[src/rtl/bip_pkg.sv]
// Shared constants and types for the BIP halt-report framer.
// Optional feature macro: BIP_REPORT_CHECKSUM_EN (appends an XOR checksum byte).
package bip_pkg;

    typedef enum logic [1:0] {
        ST_RUN  = 2'd0,
        ST_SEND = 2'd1,
        ST_DONE = 2'd2
    } state_t;

    localparam logic [4:0] HALT_OPCODE = 5'b00000;
    localparam logic [7:0] HEADER_BYTE = 8'hA5;
    localparam int         FIXED_BYTES = 5;  // header, PC hi/lo, ACC hi/lo

`ifdef BIP_REPORT_CHECKSUM_EN
    localparam int CHECKSUM_BYTES = 1;
`else
    localparam int CHECKSUM_BYTES = 0;
`endif

    function automatic int frame_len(input int nb_cycle);
        return FIXED_BYTES + nb_cycle / 8 + CHECKSUM_BYTES;
    endfunction

endpackage

[src/rtl/bip_report_serializer.sv]
// Walks the report frame one byte per handshake; byte index, byte mux and the
// optional checksum (BIP_REPORT_CHECKSUM_EN) live here.
module bip_report_serializer
    import bip_pkg::*;
#(
    parameter int NB_CYCLE = 32
) (
    input  logic                clk,
    input  logic                rst_n,
    input  logic                active,
    input  logic                ready,
    input  logic [15:0]         pc,
    input  logic [15:0]         acc,
    input  logic [NB_CYCLE-1:0] count,
    output logic [7:0]          tx_data,
    output logic                tx_valid,
    output logic                last_accept
);

    localparam int N_CNT_BYTES = NB_CYCLE / 8;
    localparam int FRAME_LEN   = frame_len(NB_CYCLE);
    localparam int IDX_W       = $clog2(FRAME_LEN);

    logic [IDX_W-1:0] idx;
    logic [7:0]       cur_byte;
    logic             accept;
    logic             is_last;

    assign accept      = active && ready;
    assign is_last     = (idx == IDX_W'(FRAME_LEN - 1));
    assign last_accept = accept && is_last;
    assign tx_valid    = active;
    assign tx_data     = active ? cur_byte : 8'h00;

    // NOTE: sequential state uses non-blocking assignments so every flop samples pre-edge values.
    always_ff @(posedge clk or negedge rst_n) begin
        if (!rst_n) begin
            idx <= '0;
        end else if (accept && !is_last) begin
            idx <= idx + IDX_W'(1);
        end
    end

`ifdef BIP_REPORT_CHECKSUM_EN
    logic [7:0] checksum;

    always_ff @(posedge clk or negedge rst_n) begin
        if (!rst_n) begin
            checksum <= 8'h00;
        end else if (accept) begin
            checksum <= checksum ^ cur_byte;
        end
    end
`endif

    // NOTE: cur_byte gets a default first so no path through this block infers a latch.
    always_comb begin
        cur_byte = 8'h00;
        case (int'(idx))
            0:       cur_byte = HEADER_BYTE;
            1:       cur_byte = pc[15:8];
            2:       cur_byte = pc[7:0];
            3:       cur_byte = acc[15:8];
            4:       cur_byte = acc[7:0];
            default: begin
                for (int k = 0; k < N_CNT_BYTES; k++) begin
                    if (int'(idx) == FIXED_BYTES + k) cur_byte = count[NB_CYCLE-1-8*k -: 8];
                end
`ifdef BIP_REPORT_CHECKSUM_EN
                if (is_last) cur_byte = checksum;
`endif
            end
        endcase
    end

endmodule

[src/rtl/bip_report_framer.sv]
// Counts processor steps until HALT, then freezes the processor and sends a
// PC/ACC/cycle-count report frame. Optional checksum byte: BIP_REPORT_CHECKSUM_EN.
module bip_report_framer
    import bip_pkg::*;
#(
    parameter int NB_DATA            = 16,
    parameter int NB_OPCODE          = 5,
    parameter int LOG2_N_INSMEM_ADDR = 11,
    parameter int NB_CYCLE           = 32
) (
    input  logic                          i_clock,
    input  logic                          i_reset,
    input  logic                          i_valid,
    input  logic [NB_DATA-1:0]            i_instruction,
    input  logic [LOG2_N_INSMEM_ADDR-1:0] i_pc,
    input  logic [NB_DATA-1:0]            i_acc,
    output logic                          o_bip_valid,
    output logic [7:0]                    o_tx_data,
    output logic                          o_tx_valid,
    input  logic                          i_tx_ready,
    output logic                          o_done
);

    state_t                state, state_next;
    logic [NB_CYCLE-1:0]   cycle_count, count_inc, snap_count;
    logic [15:0]           snap_pc, snap_acc;
    logic [NB_OPCODE-1:0]  opcode;
    logic                  halt, sending, last_accept;
    logic                  unused_operand;

    assign opcode         = i_instruction[NB_DATA-1 -: NB_OPCODE];
    assign unused_operand = ^i_instruction[NB_DATA-NB_OPCODE-1:0];
    assign count_inc      = (&cycle_count) ? cycle_count : cycle_count + NB_CYCLE'(1);
    assign halt           = (state == ST_RUN) && i_valid && (opcode == NB_OPCODE'(HALT_OPCODE));
    assign sending        = (state == ST_SEND);

    always_ff @(posedge i_clock or negedge i_reset) begin
        if (!i_reset) state <= ST_RUN;
        else          state <= state_next;
    end

    // The HALT cycle still counts, so the snapshot takes the incremented value.
    always_ff @(posedge i_clock or negedge i_reset) begin
        if (!i_reset) begin
            cycle_count <= '0;
            snap_count  <= '0;
            snap_pc     <= '0;
            snap_acc    <= '0;
        end else begin
            if ((state == ST_RUN) && i_valid) cycle_count <= count_inc;
            if (halt) begin
                snap_count <= count_inc;
                snap_pc    <= 16'(i_pc);
                snap_acc   <= 16'(i_acc);
            end
        end
    end

    always_comb begin
        state_next  = state;
        o_bip_valid = 1'b0;
        o_done      = 1'b0;
        case (state)
            ST_RUN: begin
                o_bip_valid = i_valid;
                if (halt) state_next = ST_SEND;
            end
            ST_SEND: begin
                if (last_accept) state_next = ST_DONE;
            end
            ST_DONE: begin
                o_done = 1'b1;
            end
            default: state_next = ST_RUN;
        endcase
    end

    bip_report_serializer #(
        .NB_CYCLE(NB_CYCLE)
    ) u_serializer (
        .clk        (i_clock),
        .rst_n      (i_reset),
        .active     (sending),
        .ready      (i_tx_ready),
        .pc         (snap_pc),
        .acc        (snap_acc),
        .count      (snap_count),
        .tx_data    (o_tx_data),
        .tx_valid   (o_tx_valid),
        .last_accept(last_accept)
    );

endmodule

[config.mk]
export PLATFORM = sky130hd
export DESIGN_NAME = bip_report_framer
export DESIGN_NICKNAME = d
export VERILOG_FILES = /design/src/rtl/bip_pkg.sv /design/src/rtl/bip_report_serializer.sv /design/src/rtl/bip_report_framer.sv
export SDC_FILE = /design/constraint.sdc
export NUM_CORES = 1
export LEC_CHECK = 0
export CAP_MARGIN = 20
export CORE_ASPECT_RATIO = 0.75
export CORE_MARGIN = 2
export CORE_UTILIZATION = 60
export CTS_CLUSTER_DIAMETER = 30
export CTS_CLUSTER_SIZE = 16
export DETAILED_ROUTE_END_ITERATION = 16
export PLACE_DENSITY = 0.85
export SLEW_MARGIN = 20
export SYNTH_ARGS = -nofsm -noshare
export SYNTH_HDL_FRONTEND = slang
export SYNTH_SLANG_ARGS = --single-unit
[constraint.sdc]
create_clock -name i_clock -period 4.5 [get_ports i_clock]
set_input_delay 0.9 -clock i_clock [delete_from_list [all_inputs] [get_ports i_clock]]
set_output_delay 0.9 -clock i_clock [all_outputs]
set_load 0.05 [all_outputs]
==> results.py, run 1 <==
metrics = {
    "status": {
        "outcome": "complete, no violations",
    },
    "die": {
        "rows": 29,
        "initial_core_util_pct": 62.4,
        "coreArea_mm2": 0.00856,
        "io_pins": 58,
        "die_h_um": 85.8,
        "fp.dieW_um": 113,
        "die-area_mm2": 0.00969,
    },
    "clocking": {
        "clock_path_buffers": 2,
        "cts_tree": "done",
        "hold_buffers": 0,
        "path_clk_slew_ns": 0.07,
        "postCtsSetupBuffers": 0,
        "root_buffer": "clkbuf_16",
        "clock_latency_ns": 0.34,
        "numCtsBuffers": 9,
        "ctsResizeCount": 0,
        "clkSinkCount": 97,
        "htree_levels": 3,
    },
    "finish": {
        "fin_util_pct": 71.7,
        "diodes": 0,
        "nets": 675,
        "layout-drive-gt1-share_pct": 7.80,
        "syn2layout_area_growth_pct": 14.8,
        "fin_area_mm2": 0.00614,
    },
    "timing": {
        "period_needed_ns": 4.24,
        "setup_tns_ns": 0,
        "fmax_ghz": 0.236,
        "finalHoldViolCount": 0,
        "slew_viol_final": 0,
        "rsz0062_at_grt": "no",
        "setup_slack_ns": 0.263,
        "setup_violations": 0,
        "finalCritPeriodShare_pct": 94.1,
        "relSlewSlack_pct": 41.5,
        "fin_worst_skew_ns": 0.00756,
        "worst_slew_pin_slew_ns": 0.878,
    },
    "min_path": {
        "whs_path_depth": 2,
        "hold_class": "reg -> reg",
        "worstHoldStart": "snap_pc[4]",
        "hold_end": "snap_pc[4]",
    },
    "critical_path": {
        "path_delay_family": "compound AO/OA/AOI/OAI gates",
        "critPathBufInv": 2,
        "cp_data_required_time_ns": 3.60,
        "cpPeakStageDelay_ns": 0.84,
        "reg2reg_from": "cycle_count[0]",
        "rr_endpoint": "cycle_count[1]",
        "cp_max_fo": 11,
        "worst-setup-path-type": "reg -> out",
        "critical_path.slowest_cell": "clkdlybuf4s50_1",
        "r2r_setup_slack_ns": 1.74,
        "r2r_cells": 5,
        "crit_path_cell_trace": "inv_1 -> ha_1 -> nor3_1 -> nor2_1 -> o21bai_1 -> o21ai_0 -> a21oi_1 -> clkdlybuf4s50_1",
        "crit_path_start_kind": "flip-flop",
        "end_kind": "output pin",
        "crit_arrival_ns": 3.34,
    },
    "routing": {
        "route.detailed.vias_per_inst": 6.38,
        "ant_nets": 0,
        "drt-pass1-iter-count": 5,
        "drt-total-wl_mm": 13.6,
        "route.detailed.drc": 0,
        "vias": 4699,
        "wl_per_cell_um": 18.5,
        "drtIter0Drc": 449,
    },
    "global_route": {
        "grt.total_usage_pct": 29.5,
        "grt_max_degree": 70,
        "antenna_found_initial": 0,
        "overflow": 0,
        "grt_pass1_wl_mm": 22.4,
        "first_global_vias": 4472,
    },
    "synthesis": {
        "netlist.area_leader.share_pct": 45.4,
        "synth_nets": 652,
        "synth_xor_area_share_pct": 6.06,
        "synth_edf_count": 0,
        "synth_top_family_by_area": "simple AND/OR/NAND/NOR gates",
        "muxShareOfSynthArea_pct": 2.29,
        "ys_types": 64,
        "synth_compound_area_share_pct": 12.8,
        "synth-simple-area-share_pct": 28.5,
        "synth_top_cell_by_area": "dfrtp_1",
        "synth_adder_area_share_pct": 1.17,
        "ys_ff_latch": 97,
        "synth_area_mm2": 0.00535,
        "synth-seq-area-share_pct": 45.4,
        "synthTopCellsByArea": "dfrtp_1, nand2_1, xor2_1",
        "syn_inst": 600,
        "avgSynthCellArea_um2": 8.91,
        "synth_warnings": 0,
        "synth_ff_type": "dfrtp_1",
        "ys_async_sr_fraction_pct": 100,
    },
    "placed_design": {
        "dp_slack_ns": 0.699,
        "place_area_mm2": 0.00583,
        "io_buffers": 46,
        "gp_congestion": 0.904,
        "dpl.hpwl_mm": 9.43,
    },
    "power_and_ir_drop": {
        "p_per_area_mw_per_mm2": 471,
        "leakage_nw": 2.77,
        "ir_drop_uv": 354,
        "power_mw": 2.89,
    },
    "flow_run": {
        "cap_violations": 0,
    },
}
[cells in the final DEF (no fill, tap or decap), drive strengths merged, types with 6 or more instances in the layout]
| cell type | synthesis | final |
|---|---|---|
| a221oi | 6 | 6 |
| a22oi | 7 | 7 |
| a31oi | 15 | 15 |
| and2 | 10 | 10 |
| and4 | 7 | 7 |
| buf | 21 | 9 |
| clkbuf | 21 | 11 |
| clkdlybuf4s50 | 0 | 45 |
| dfrtp | 97 | 97 |
| inv | 5 | 7 |
| mux2 | 7 | 7 |
| nand2 | 141 | 141 |
| nand3 | 35 | 35 |
| nand4 | 14 | 14 |
| nor2 | 38 | 38 |
| nor3 | 22 | 22 |
| nor4 | 8 | 8 |
| o21ai | 25 | 25 |
| xnor2 | 12 | 12 |
| xor2 | 25 | 25 |
[synthesized netlist by cell type, types with 9 or more instances]
cell type,count
xnor2_1,12
clkbuf_1,21
nand4_1,13
nor3_1,20
nand2_1,140
o21ai_0,24
nand3_1,35
xor2_1,25
and2_1,9
a31oi_1,15
dfrtp_1,97
buf_2,12
nor2_1,38
[report_power, final]
part	internal (mW)	switching [mW]	leakage, nW
Sequential	1.03	0.159	1.29
Combinational	0.338	0.560	1.33
Clock	0.465	0.338	0.153
[area by class of cell]
cell class              instances  area (µm²)
multi-input cells             456        2730
flip-flops and latches         97        2430
fillers                       647        2420
repair buffers                 54         518
clock buffers                  11         253
well taps                     108         135
clock inverters                 5        60.1
inverters                       5        18.8
[worst reg2reg max path: stages, from the launching register on]
cell     delay [ns]
dfrtp_1        0.44
ha_1           0.25
nand3_1        0.27
or2_2          0.49
o41ai_4        0.78
mux2_2         0.42
[worst max path at each step]
stage / from / endpoint / depth (start not counted)
final: u_serializer.idx[0] / o_tx_data[2] / 8
after global routing: u_serializer.idx[0] / o_tx_data[2] / 8
after CTS: u_serializer.idx[0] / o_tx_data[2] / 8
after detailed placement: u_serializer.idx[0] / o_tx_data[2] / 8
after global placement: u_serializer.idx[0] / o_tx_data[2] / 8
after floorplan: u_serializer.idx[0] / o_tx_data[7] / 8
[cell families after synthesis]
logic type / Yosys count
DFF: 97
adders and majority gates: 5
muxes: 11
and+or+nand+nor: 310
xor gates and xnor gates: 37
AOI/OAI and AO/OA: 93
buffers and inverters: 47
[sequential cells by signal, indices dropped and copies added, names as in the netlist]
register	count
snap_count	32
u_serializer.idx	4
snap_pc	11
state	2
cycle_count	32
snap_acc	16
[per-stage QoR]
step           instances  hold slack (ns)
6_report             736            0.483
5_1_grt              736            0.509
4_1_cts              736            0.486
3_5_place_dp         720            0.467
3_3_place_gp         720            0.460
2_1_floorplan        600            0.443
[metal layers]
metal | share of wire, % | vias up | wire length, µm | GRT usage (%)
met4 | 1.5 | 0 | 206 | 6.32
met2 | 46 | 200 | 6300 | 45.2
met1 | 44 | 2318 | 6060 | 44.1
met3 | 7.9 | 24 | 1080 | 5.51
li1 | - | 2157 | - | -
met5 | 0 | - | 0 | 0
No activity file was read; power rests on OpenSTA's default activity.
==> inputs of run 2 (changes only) <==
--- a/config.mk
+++ b/config.mk
@@ -8,11 +8,12 @@
 export CAP_MARGIN = 20
 export CORE_ASPECT_RATIO = 0.75
 export CORE_MARGIN = 2
-export CORE_UTILIZATION = 60
+export CORE_UTILIZATION = 51
 export CTS_CLUSTER_DIAMETER = 30
 export CTS_CLUSTER_SIZE = 16
 export DETAILED_ROUTE_END_ITERATION = 16
-export PLACE_DENSITY = 0.85
+export GPL_ROUTABILITY_DRIVEN = 0
+export PLACE_DENSITY = 0.77
 export SLEW_MARGIN = 20
 export SYNTH_ARGS = -nofsm -noshare
 export SYNTH_HDL_FRONTEND = slang
==> constraint.sdc (replaced) <==
create_clock -name i_clock -period 3.7 [get_ports i_clock]
set_input_delay 0.74 -clock i_clock [delete_from_list [all_inputs] [get_ports i_clock]]
set_output_delay 0.74 -clock i_clock [all_outputs]
set_load 0.05 [all_outputs]
==> run 2 against run 1 <==
Compared with the run above: combinational power grew 31%; hold slack lost 0.0035 ns; global-route usage shrank 3.5 points; design area grew 2.4%; flip-flop and latch count is the same; critical endpoint unchanged; cell count grew 4.1%; largest cell class unchanged; sequential power grew 23%; via count shrank 0.92%; register-to-register slack lost 0.73 ns; critical path depth is the same; clock power grew 19%; non-clock buffer count grew 2; largest power group unchanged.
==> results.py, run 2 (synthesis results as in run 1) <==
metrics = {
    "clocking": {
        "root_buffer": "clkbuf_16",
        "ctsResizeCount": 0,
        "clock_path_buffers": 2,
        "htree_levels": 3,
        "postCtsSetupBuffers": 0,
        "hold_buffers": 0,
        "clock_latency_ns": 0.36,
        "path_clk_slew_ns": 0.07,
        "numCtsBuffers": 9,
        "clkSinkCount": 97,
        "cts_tree": "done",
    },
    "power_and_ir_drop": {
        "ir_drop_uv": 423,
        "leakage_nw": 2.82,
        "p_per_area_mw_per_mm2": 570,
    },
    "timing": {
        "setup_tns_ns": 0,
        "period_needed_ns": 3.53,
        "relSlewSlack_pct": 44.8,
        "fmax_ghz": 0.283,
        "slew_viol_final": 0,
        "fin_worst_skew_ns": 0.00964,
        "worst_slew_pin_slew_ns": 0.828,
        "finalCritPeriodShare_pct": 95.4,
        "finalHoldViolCount": 0,
        "setup_violations": 0,
        "rsz0062_at_grt": "no",
    },
    "die": {
        "die-area_mm2": 0.0113,
        "rows": 32,
        "initial_core_util_pct": 52.2,
        "io_pins": 58,
        "die_h_um": 92.7,
        "fp.dieW_um": 122,
        "coreArea_mm2": 0.0102,
    },
    "routing": {
        "route.detailed.vias_per_inst": 6.08,
        "drtIter0Drc": 553,
        "ant_nets": 0,
        "drt-pass1-iter-count": 5,
        "vias": 4656,
        "route.detailed.drc": 0,
        "drt-total-wl_mm": 13.7,
        "wl_per_cell_um": 17.9,
    },
    "global_route": {
        "first_global_vias": 4448,
        "grt_pass1_wl_mm": 22.7,
        "overflow": 0,
        "antenna_found_initial": 0,
        "grt.total_usage_pct": 25.9,
        "grt_max_degree": 68,
    },
    "min_path": {
        "hold_class": "reg -> reg",
        "worstHoldStart": "snap_pc[9]",
    },
    "critical_path": {
        "startpoint": "u_serializer.idx[0]",
        "cp_data_required_time_ns": 2.96,
        "crit_path_start_kind": "flip-flop",
        "reg2reg_from": "cycle_count[0]",
        "crit_arrival_ns": 2.79,
        "end_kind": "output pin",
        "worst-setup-path-type": "reg -> out",
        "cp_max_fo": 11,
    },
    "finish": {
        "mostFrequentLayoutCells": "nand2_1, dfrtp_1, nor2_1",
        "layout-drive-gt1-share_pct": 9.52,
        "reg.largest.list": "cycle_count: 32 flops, snap_count: 32 flops, snap_acc: 16 flops",
        "instances_no_fill": 766,
        "nets": 677,
        "n_fill_cell": 878,
        "syn2layout_area_growth_pct": 17.5,
        "final_common_cell": "nand2_1",
        "diodes": 0,
    },
    "placed_design": {
        "dp_cells": 750,
        "io_buffers": 46,
        "dpl.hpwl_mm": 9.81,
    },
    "status": {
        "outcome": "complete, no violations",
    },
    "flow_run": {
        "cap_violations": 0,
    },
}
[run 2: cell types whose count changed in the layout (fill, tap and decap cells not counted), sizes merged]
cell,delta
clkinv,+1
buf,+11
inv,+3
bufinv,-1
clkinvlp,-1
clkbuf,-2
clkdlybuf4s50,-9
[run 2: layer usage]
layer	wire (µm)	part of all wire (%)	vias to the layer above	global-route usage, %
met5	0	0	-	0
met4	237	1.7	0	9.10
met3	815	5.9	19	4.86
met2	6230	45	166	36.3
met1	6470	47	2304	39.9
li1	-	-	2167	-
[run 2: worst paths after layout]
path / to / slack, ns / cells past startpoint
max: o_tx_data[2] / 0.17 / 8
min: snap_pc[9] / 0.48 / 2
max reg2reg: cycle_count[1] / 1.01 / 5
max in group asynchronous: cycle_count[10] / 2.45 / 2
min in group asynchronous: cycle_count[20] / 0.49 / 1
min reg2reg: snap_pc[9] / 0.48 / 2
[run 2: metrics by stage]
| step | setup WS (ns) | hold WS (ns) | instance area [µm²] | power (mW) | utilization, % |
|---|---|---|---|---|---|
| detailed placement | 0.554 | 0.463 | 5980 | 2.63 | 58.3 |
| finish | 0.171 | 0.480 | 6280 | 3.58 | 61.3 |
| CTS | 0.245 | 0.481 | 6280 | 3.59 | 61.3 |
| floorplan | 0.284 | 0.443 | 5350 | 2.16 | - |
| global route | 0.0179 | 0.501 | 6280 | 3.78 | 61.3 |
| global placement | 0.678 | 0.462 | 5980 | 2.58 | 58.3 |
[run 2: report_power, final]
group | switching [mW] | internal, mW
registers | 0.202 | 1.25
logic | 0.693 | 0.485
clock network | 0.467 | 0.484
[run 2: layout make-up]
type,count,area (µm²),share of cell area [%]
clock buffer,9,225,3.58
clock inverter,7,81.3,1.29
inverter,5,18.8,0.299
multi-input combinational,456,2730,43.4
sequential,97,2430,38.6
tap,136,170,2.71
timing repair buffer,56,636,10.1
[run 2: worst max-delay path: stages (launching register included)]
cell      delay, ns
dfrtp_1        0.41
inv_1          0.11
ha_1           0.38
nor3_1         0.20
nor2_1         0.08
o21bai_1       0.53
o21ai_0        0.20
a21oi_1        0.33
buf_12         0.19
